[src/rtl/spi_master_gen.sv]
// spi_master_gen: SPI master with programmable SCLK divider, CPOL/CPHA, LSB-first and slave selects.
// Optional internal loopback (MOSI -> receive path) is built when SPI_MASTER_LOOPBACK_EN is defined.
module spi_master_gen #(
  parameter int DATA_W = 32,  // multiple of 8, 8..64
  parameter int NUM_SS = 4,   // 1..8
  parameter int DIV_W  = 8
) (
  input  logic                                          PCLK,
  input  logic                                          PRESETn,
  input  logic                                          start,
  input  logic [DATA_W-1:0]                             MWDATA,
  input  logic [((NUM_SS > 1) ? $clog2(NUM_SS) : 1)-1:0] ss_sel,
  input  logic [7:0]                                    SPICR_1,
  input  logic [7:0]                                    SPICR_2,
  input  logic [DIV_W-1:0]                              clk_div,
  input  logic                                          miso,
  output logic [DATA_W-1:0]                             MRDATA,
  output logic [7:0]                                    SPISR,
  output logic                                          busy,
  output logic [NUM_SS-1:0]                             ss_n,
  output logic                                          sclk,
  output logic                                          mosi
);

  localparam int SEL_W = (NUM_SS > 1) ? $clog2(NUM_SS) : 1;
  localparam int ECW   = $clog2(2 * DATA_W);

  typedef enum logic [1:0] {
    IDLE  = 2'd0,
    SETUP = 2'd1,
    XFER  = 2'd2,
    HOLD  = 2'd3
  } state_t;

  state_t              state_reg, state_next;
  logic [DIV_W-1:0]    div_reg, div_next;
  logic [DIV_W-1:0]    div_cnt_reg, div_cnt_next;
  logic [ECW-1:0]      edge_cnt_reg, edge_cnt_next;
  logic [DATA_W-1:0]   tx_reg, tx_next;
  logic [DATA_W-1:0]   rx_reg, rx_next;
  logic [DATA_W-1:0]   mrdata_reg, mrdata_next;
  logic [NUM_SS-1:0]   ss_n_reg, ss_n_next;
  logic                cpol_reg, cpol_next;
  logic                cpha_reg, cpha_next;
  logic                lsbfe_reg, lsbfe_next;
  logic                sclk_reg, sclk_next;
  logic                mosi_reg, mosi_next;
  logic                busy_reg, busy_next;
  logic                spif_reg, spif_next;
  logic                sptef_reg, sptef_next;

  logic                spe;
  logic                rx_bit;
  logic                half_done;
  logic                lead_edge;
  logic                last_edge;
  logic                tx_out;
  logic                tx_shift_out;
  logic [DATA_W-1:0]   tx_shift;
  logic [DATA_W-1:0]   rx_shift;
  logic [NUM_SS-1:0]   sel_dec;
  logic                unused_cfg;

  assign spe = SPICR_1[6];

  // One-hot decode of the requested slave; out-of-range indices match nothing.
  genvar gi;
  generate
    for (gi = 0; gi < NUM_SS; gi++) begin : g_sel
      assign sel_dec[gi] = (ss_sel == SEL_W'(gi));
    end
  endgenerate

`ifdef SPI_MASTER_LOOPBACK_EN
  assign rx_bit = SPICR_2[1] ? mosi_reg : miso;
`else
  assign rx_bit = miso;
`endif

  assign unused_cfg = ^{SPICR_1[7], SPICR_1[5:4], SPICR_2};

  assign half_done    = (div_cnt_reg == div_reg);
  assign lead_edge    = ~edge_cnt_reg[0];
  assign last_edge    = (edge_cnt_reg == ECW'(2 * DATA_W - 1));
  assign tx_out       = lsbfe_reg ? tx_reg[0] : tx_reg[DATA_W-1];
  assign tx_shift_out = lsbfe_reg ? tx_reg[1] : tx_reg[DATA_W-2];
  assign tx_shift     = lsbfe_reg ? {1'b0, tx_reg[DATA_W-1:1]} : {tx_reg[DATA_W-2:0], 1'b0};
  assign rx_shift     = lsbfe_reg ? {rx_bit, rx_reg[DATA_W-1:1]} : {rx_reg[DATA_W-2:0], rx_bit};

  always_comb begin
    state_next    = state_reg;
    div_next      = div_reg;
    div_cnt_next  = div_cnt_reg;
    edge_cnt_next = edge_cnt_reg;
    tx_next       = tx_reg;
    rx_next       = rx_reg;
    mrdata_next   = mrdata_reg;
    ss_n_next     = ss_n_reg;
    cpol_next     = cpol_reg;
    cpha_next     = cpha_reg;
    lsbfe_next    = lsbfe_reg;
    sclk_next     = sclk_reg;
    mosi_next     = mosi_reg;
    busy_next     = busy_reg;
    spif_next     = spif_reg;
    sptef_next    = sptef_reg;

    case (state_reg)
      IDLE: begin
        if (start && spe) begin
          cpol_next     = SPICR_1[3];
          cpha_next     = SPICR_1[2];
          lsbfe_next    = SPICR_1[0];
          div_next      = clk_div;
          tx_next       = MWDATA;
          rx_next       = '0;
          div_cnt_next  = '0;
          edge_cnt_next = '0;
          sclk_next     = SPICR_1[3];
          ss_n_next     = SPICR_1[1] ? ~sel_dec : '1;
          // CPHA=0 must present the first bit before the first (sampling) edge.
          mosi_next     = SPICR_1[2] ? 1'b0 : (SPICR_1[0] ? MWDATA[0] : MWDATA[DATA_W-1]);
          busy_next     = 1'b1;
          spif_next     = 1'b0;
          sptef_next    = 1'b0;
          state_next    = SETUP;
        end
      end

      SETUP: begin
        if (half_done) begin
          div_cnt_next = '0;
          state_next   = XFER;
        end else begin
          div_cnt_next = div_cnt_reg + DIV_W'(1);
        end
      end

      XFER: begin
        if (half_done) begin
          div_cnt_next  = '0;
          sclk_next     = ~sclk_reg;
          edge_cnt_next = edge_cnt_reg + ECW'(1);
          if (lead_edge == cpha_reg) begin
            // Driving edge: leading for CPHA=1, trailing for CPHA=0.
            if (cpha_reg) begin
              mosi_next = tx_out;
            end else begin
              mosi_next = tx_shift_out;
            end
            tx_next = tx_shift;
          end else begin
            rx_next = rx_shift;
          end
          if (last_edge) begin
            edge_cnt_next = '0;
            state_next    = HOLD;
          end
        end else begin
          div_cnt_next = div_cnt_reg + DIV_W'(1);
        end
      end

      HOLD: begin
        if (half_done) begin
          div_cnt_next = '0;
          ss_n_next    = '1;
          mosi_next    = 1'b0;
          mrdata_next  = rx_reg;
          spif_next    = 1'b1;
          sptef_next   = 1'b1;
          busy_next    = 1'b0;
          state_next   = IDLE;
        end else begin
          div_cnt_next = div_cnt_reg + DIV_W'(1);
        end
      end

      default: state_next = IDLE;
    endcase

    // Disabling the peripheral mid-frame abandons the frame without publishing it.
    if (state_reg != IDLE && !spe) begin
      state_next    = IDLE;
      div_cnt_next  = '0;
      edge_cnt_next = '0;
      ss_n_next     = '1;
      sclk_next     = cpol_reg;
      mosi_next     = 1'b0;
      busy_next     = 1'b0;
      sptef_next    = 1'b1;
      mrdata_next   = mrdata_reg;
      spif_next     = spif_reg;
    end
  end

  always_ff @(posedge PCLK) begin
    if (PRESETn) begin
      state_reg    <= IDLE;
      div_reg      <= '0;
      div_cnt_reg  <= '0;
      edge_cnt_reg <= '0;
      tx_reg       <= '0;
      rx_reg       <= '0;
      mrdata_reg   <= '0;
      ss_n_reg     <= '1;
      cpol_reg     <= 1'b0;
      cpha_reg     <= 1'b0;
      lsbfe_reg    <= 1'b0;
      sclk_reg     <= 1'b0;
      mosi_reg     <= 1'b0;
      busy_reg     <= 1'b0;
      spif_reg     <= 1'b0;
      sptef_reg    <= 1'b1;
    end else begin
      state_reg    <= state_next;
      div_reg      <= div_next;
      div_cnt_reg  <= div_cnt_next;
      edge_cnt_reg <= edge_cnt_next;
      tx_reg       <= tx_next;
      rx_reg       <= rx_next;
      mrdata_reg   <= mrdata_next;
      ss_n_reg     <= ss_n_next;
      cpol_reg     <= cpol_next;
      cpha_reg     <= cpha_next;
      lsbfe_reg    <= lsbfe_next;
      sclk_reg     <= sclk_next;
      mosi_reg     <= mosi_next;
      busy_reg     <= busy_next;
      spif_reg     <= spif_next;
      sptef_reg    <= sptef_next;
    end
  end

  assign MRDATA = mrdata_reg;
  assign SPISR  = {spif_reg, 1'b0, sptef_reg, 5'b0};
  assign busy   = busy_reg;
  assign ss_n   = ss_n_reg;
  assign sclk   = sclk_reg;
  assign mosi   = mosi_reg;

endmodule

[config.mk]
export PLATFORM = sky130hd
export DESIGN_NAME = spi_master_gen
export DESIGN_NICKNAME = d
export VERILOG_FILES = /design/src/rtl/spi_master_gen.sv
export SDC_FILE = /design/constraint.sdc
export NUM_CORES = 1
export LEC_CHECK = 0
export BUFFER_PORTS_ARGS = -buffer_cell sky130_fd_sc_hd__buf_2
export CORE_UTILIZATION = 30
export CTS_CLUSTER_DIAMETER = 150
export DETAILED_ROUTE_END_ITERATION = 10
export PLACE_DENSITY = 0.55
export RECOVER_POWER = 25
export SYNTH_ARGS = -nofsm -noshare
export SYNTH_HDL_FRONTEND = slang
export SYNTH_SLANG_ARGS = --single-unit
[constraint.sdc]
create_clock -name PCLK -period 3.8 [get_ports PCLK]
set_clock_uncertainty 0.1 [all_clocks]
set_input_delay 0.19 -clock PCLK [delete_from_list [all_inputs] [get_ports PCLK]]
set_output_delay 0.19 -clock PCLK [all_outputs]
set_load 0.02 [all_outputs]
# After elaboration in Yosys (flattened, before gate mapping)
# Cells that the tools add are included.
# totals
word_cells	108
in_bits	62
out_inout_bits	47
regBits	132
# op_classes
reduce_logical	22
n_addsub	2
mux	46
bitwise	4
n_eq_ne	18
# ops
operator	n
two-way mux 32 bit	8
one-hot mux 32 bit (2 select lines)	2
two-way mux 6 bit	3
two-way mux 8 bit	2
one-hot mux 8 bit (2 select lines)	1
two-way mux 1 bit	15
inequality test 2 bit (second input constant)	7
two-way mux 4 bit	3
one-hot mux 6 bit (2 select lines)	1
AND reduction 3 bit	4
AND reduction 4 bit	3
two-way mux 2 bit	5
AND reduction 5 bit	2
adder 8 x 1 -> 8 bit (second input constant)	1
equality test 2 bit (second input constant)	4
equality test 8 bit	1
one-hot mux 2 bit (4 select lines)	1
one-hot mux 4 bit (2 select lines)	1
adder 6 x 1 -> 6 bit (second input constant)	1
equality test 6 bit (second input constant)	1
inequality test 3 bit (second input constant)	2
one-hot mux 1 bit (2 select lines)	3
nonzero test 2 bit	3
nonzero test 3 bit	2
11 further kinds	16

# Longest topological paths before layout
# depth
ltp_word	5
depth_mapped	9
depth_no_buf	7

# Worst setup path before layout
# OpenSTA, ideal clock, no wires.
# synth_path
path_kind	reg-to-reg
from	register state_reg[0]
to	register rx_reg[10]
setup_time_ns	0.068
arrival_time_ns	1.979
setup_slack_ns	1.653
t_required_ns	3.632
path_stages_with_launch	9
n_path_buf	2
synth_period_minus_slack_ns	2.147
path_cell_list	dfxtp_1 > inv_1 > ha_1 > clkbuf_1 > nand3_1 > o21ai_1 > a21oi_1 > clkbuf_1 > o2bb2ai_2
# synth_between
elab_chain_len	3
elab_cells_between_ends	8
cone_classes	4 x eq/ne; 1 x mux; 3 x reduce/logical
# synth_rtl
item	line_no	rtl
start: declaration	35	state_t state_reg, state_next;
start signal: assignment	216	state_reg <= state_next;
equality test 2 bit or logical NOT 2 bit (tied branches)	108	case (state_reg)
inequality test 2 bit (no source line) or nonzero test 2 bit (tied branches)	--	
AND reduction 4 bit (no source line)	--	
end signal: assignment	221	rx_reg <= rx_next;
end: declaration	40	logic [DATA_W-1:0] rx_reg, rx_next;
# Parallel ways exist; a longest one is shown, timed or not.
# A chain may end at the register's enable or synchronous reset.

# Worst setup path in the final report
# layout_path
from	register state_reg[0]
to	register rx_reg[6]
# Same word-level chain as after synthesis.

==> results by group <==
Setup path
  • Critical Path Source: state_reg[0]
  • WS Path Type: flop to flop
  • Crit path cell chain: inv_1 > ha_1 > a21bo_2 > nand2_1 > or4_4 > o2bb2ai_2
  • Crit-path max cell delay: between 700 and 800 ps
  • Crit path max fanout: 32
  • Worst r2r src: state_reg[0]
  • WP data arrival: 2800 ps
  • Critical path buffers and inverters: 1
  • Reg2reg setup slack: 1240 ps
  • Crit path required time: 4040 ps
  • Slowest-stage cell, CP: or4_4
  • Critical path startpoint category: flop
  • Worst path top cell family by delay: simple AND/OR/NAND/NOR gates
  • Crit end category: flop
  • Worst path depth: 6
  • R2R depth: 6

Floorplanning
  • Die width: 149 um
  • DIE AREA: 22,100 um^2
  • Core box area: 21,000 um^2
  • Initial core utilization: 30.7%
  • I/O pin count: 109
  • Row Count: between 50 and 60
  • Die height: 149 um

Power
  • Pleak: 2.54 nW
  • Peak VDD IR: about 0.26 mV
  • PwrDens: approximately 560 nW/um^2

Clock network
  • Post_cts resized: 0
  • Clock tree buffer depth: 2
  • Clock transition at path regs: ~60 ps
  • CTS tree: done
  • Worst-Skew Late Latency: approximately 410 ps
  • Post-CTS Setup Inserts: 0
  • H-Tree Level Count: 4
  • Clk root buf: clkbuf_16
  • Inserted Clock Buffers: 17
  • Clock sinks: 132

STA
  • # setup viols final: 0
  • Period utilization: 67.2%
  • Setup TNS: 0 ps
  • Max Slew Vio Count: 0
  • Least-Margin Pin Slew: 845 ps
  • Crit path time final: 2560 ps
  • F_max: a little under 0.4 GHz
  • Max_slew headroom: 43.7%
  • Fin. Hold Viols: 0
  • RSZ-0062 raised after global routing: no

Cells and area
  • Storage cell area: between 2000 and 3000 um^2
  • Layout Cells excl Fill: 1,052
  • # fillers: 2,138
  • Post-layout nets: 833
  • Area growth, synth to finish: 22.3%
  • Antenna cells: 0
  • Multi-input gate area: 3480 um^2
  • Layout cells sized above 1: 17.2%

Synth
  • Yosys warning count: 0
  • Synth top area cells: dfxtp_1, mux2i_1, o2bb2ai_2
  • Mapped Cells: 675
  • Mean post-synth cell area: 9.55 um^2
  • Most common cell in the netlist: dfxtp_1
  • Post-synth top area cell: dfxtp_1
  • Post-synth EDFFs: 0
  • Netlist Area Pre-Place: around 6400 um^2
  • Predominant post-synthesis flop cell: dfxtp_1
  • Share of flip-flops with an asynchronous set or reset: 0%
  • Post-synthesis sequential area ratio: between 40% and 50%
  • Synth top cells by count: dfxtp_1, mux2i_1, nand2_1
  • Area share of the largest cell type after synthesis: 41.0%
  • #FFs+latches synth: 132
  • Unique masters post-synth: 54

Place
  • Placed insts: between 900 and 1,000
  • Hpwl dp: 10,100 um
  • Gp weighted congestion: ~0.78
  • PortBufs: 91

Status
  • Outcome: finished, final reports clean

Detailed routing
  • Drt total wl: 16,000 um
  • DRT iter0 DRCs: 265
  • Via density: 4.98
  • Final ANT Viol Nets: 0
  • Router iterations before antenna repair: 5
  • WL per Instance: 15.2 um
  • DR vias: 5,242
  • # DRC: 0

GRT
  • GR Util met1: 19.6%
  • Busiest layer in global routing: met2
  • First-pass GRT wire length: between 20,000 and 30,000 um
  • Total grt overflow: 0
  • Antenna violations before repair: 0
  • GRT Total Usage: between 10% and 20%
  • Vias in the first global route: around 4,900
  • Largest net degree at the start of global routing: 68
  • GR Layer Usage met3: 3.71%
  • Met2 Use GR: 23.2%

Hold path
  • Hold Startpoint: MWDATA[14]
  • Worst hold path class: input port to flop
  • Hold path depth: 3

Job
  • Max Cap Viol: 0
==> per-stage QoR <==
| stage | worst slack, ps | instance area, um^2 | utilization, % | total power [mW] | hold WS [ps] |
|---|---|---|---|---|---|
| 3_3_place_gp | 1280 | 7020 | 33.4 | 2.69 | 340 |
| 5_1_grt | 995 | 7880 | 37.5 | 4.69 | 8.16 |
| 4_1_cts | 1210 | 7940 | 37.8 | 4.50 | 0.418 |
| 2_1_floorplan | 1650 | 6460 | - | 2.42 | 226 |
| 6_report | 1240 | 7880 | 37.5 | 4.45 | 13.6 |
| 3_5_place_dp | 1250 | 7020 | 33.4 | 2.69 | 341 |
==> cell families (layout without fill, tap and decap cells) <==
group	after synthesis	in the layout	synth area share, %
AO/OA/AOI/OAI	186	186	22.3
AND/OR/NAND/NOR	164	164	11.4
flip-flops	132	132	41.0
multiplexers	102	102	16.0
other	1	6	0.0582
adder cells (fa/ha/maj)	7	7	1.36
XOR/XNOR	15	15	2.15
buffers and inverters	68	165	5.75
==> cells in the final DEF, fill, tap and decap left out, drive strengths merged, types with 7 or more instances in the layout <==
| master | instances |
|---|---|
| nor2 | 58 |
| ha | 7 |
| o2bb2ai | 32 |
| a21oi | 56 |
| dfxtp | 132 |
| nand4 | 7 |
| mux2i | 101 |
| xnor2 | 11 |
| buf | 59 |
| o2111ai | 31 |
| clkbuf | 68 |
| o21ai | 42 |
| dlygate4sd3 | 28 |
| nand2 | 70 |
==> what timing repair did <==
item | 4_1_cts | 5_1_grt
endpoints found under the hold margin | 30 | 0
setup endpoints to repair | 0 | 0
hold buffers | 28 | 0
==> routing by layer <==
| layer | routed length [um] | vias up |
|---|---|---|
| met5 | 0 | - |
| met3 | 570 | 13 |
| met2 | 7310 | 113 |
| li1 | - | 2637 |
| met4 | 175 | 0 |
| met1 | 7980 | 2479 |
==> where the power goes <==
part           switching [mW]  internal [mW]
Sequential              0.113           1.50
Combinational           0.704          0.363
Clock                   0.608           1.16
==> final cells by class <==
type                    count  area share (%)
clock buffers              26            6.73
clock inverters             6            1.43
inverters                   4           0.190
multi-input cells         480            44.1
flip-flops and latches    132            33.6
well taps                 275            4.36
repair buffers            129            9.59
==> path summary, 6_finish.rpt <==
path / endpoint
worst min-delay path: tx_reg[14]
worst max-delay path: rx_reg[6]
worst max register to register: rx_reg[6]
worst min register to register: cpol_reg
==> worst register-to-register path, delay by kind of cell, from the launching register on <==
family | cells | cell delay (ps)
flops | 1 | 400
compound gates | 2 | 690
fa+ha+maj | 1 | 310
simple gates | 2 | 880
buf+inv | 1 | 110
Note: power is estimated with default switching activity, not from simulation.
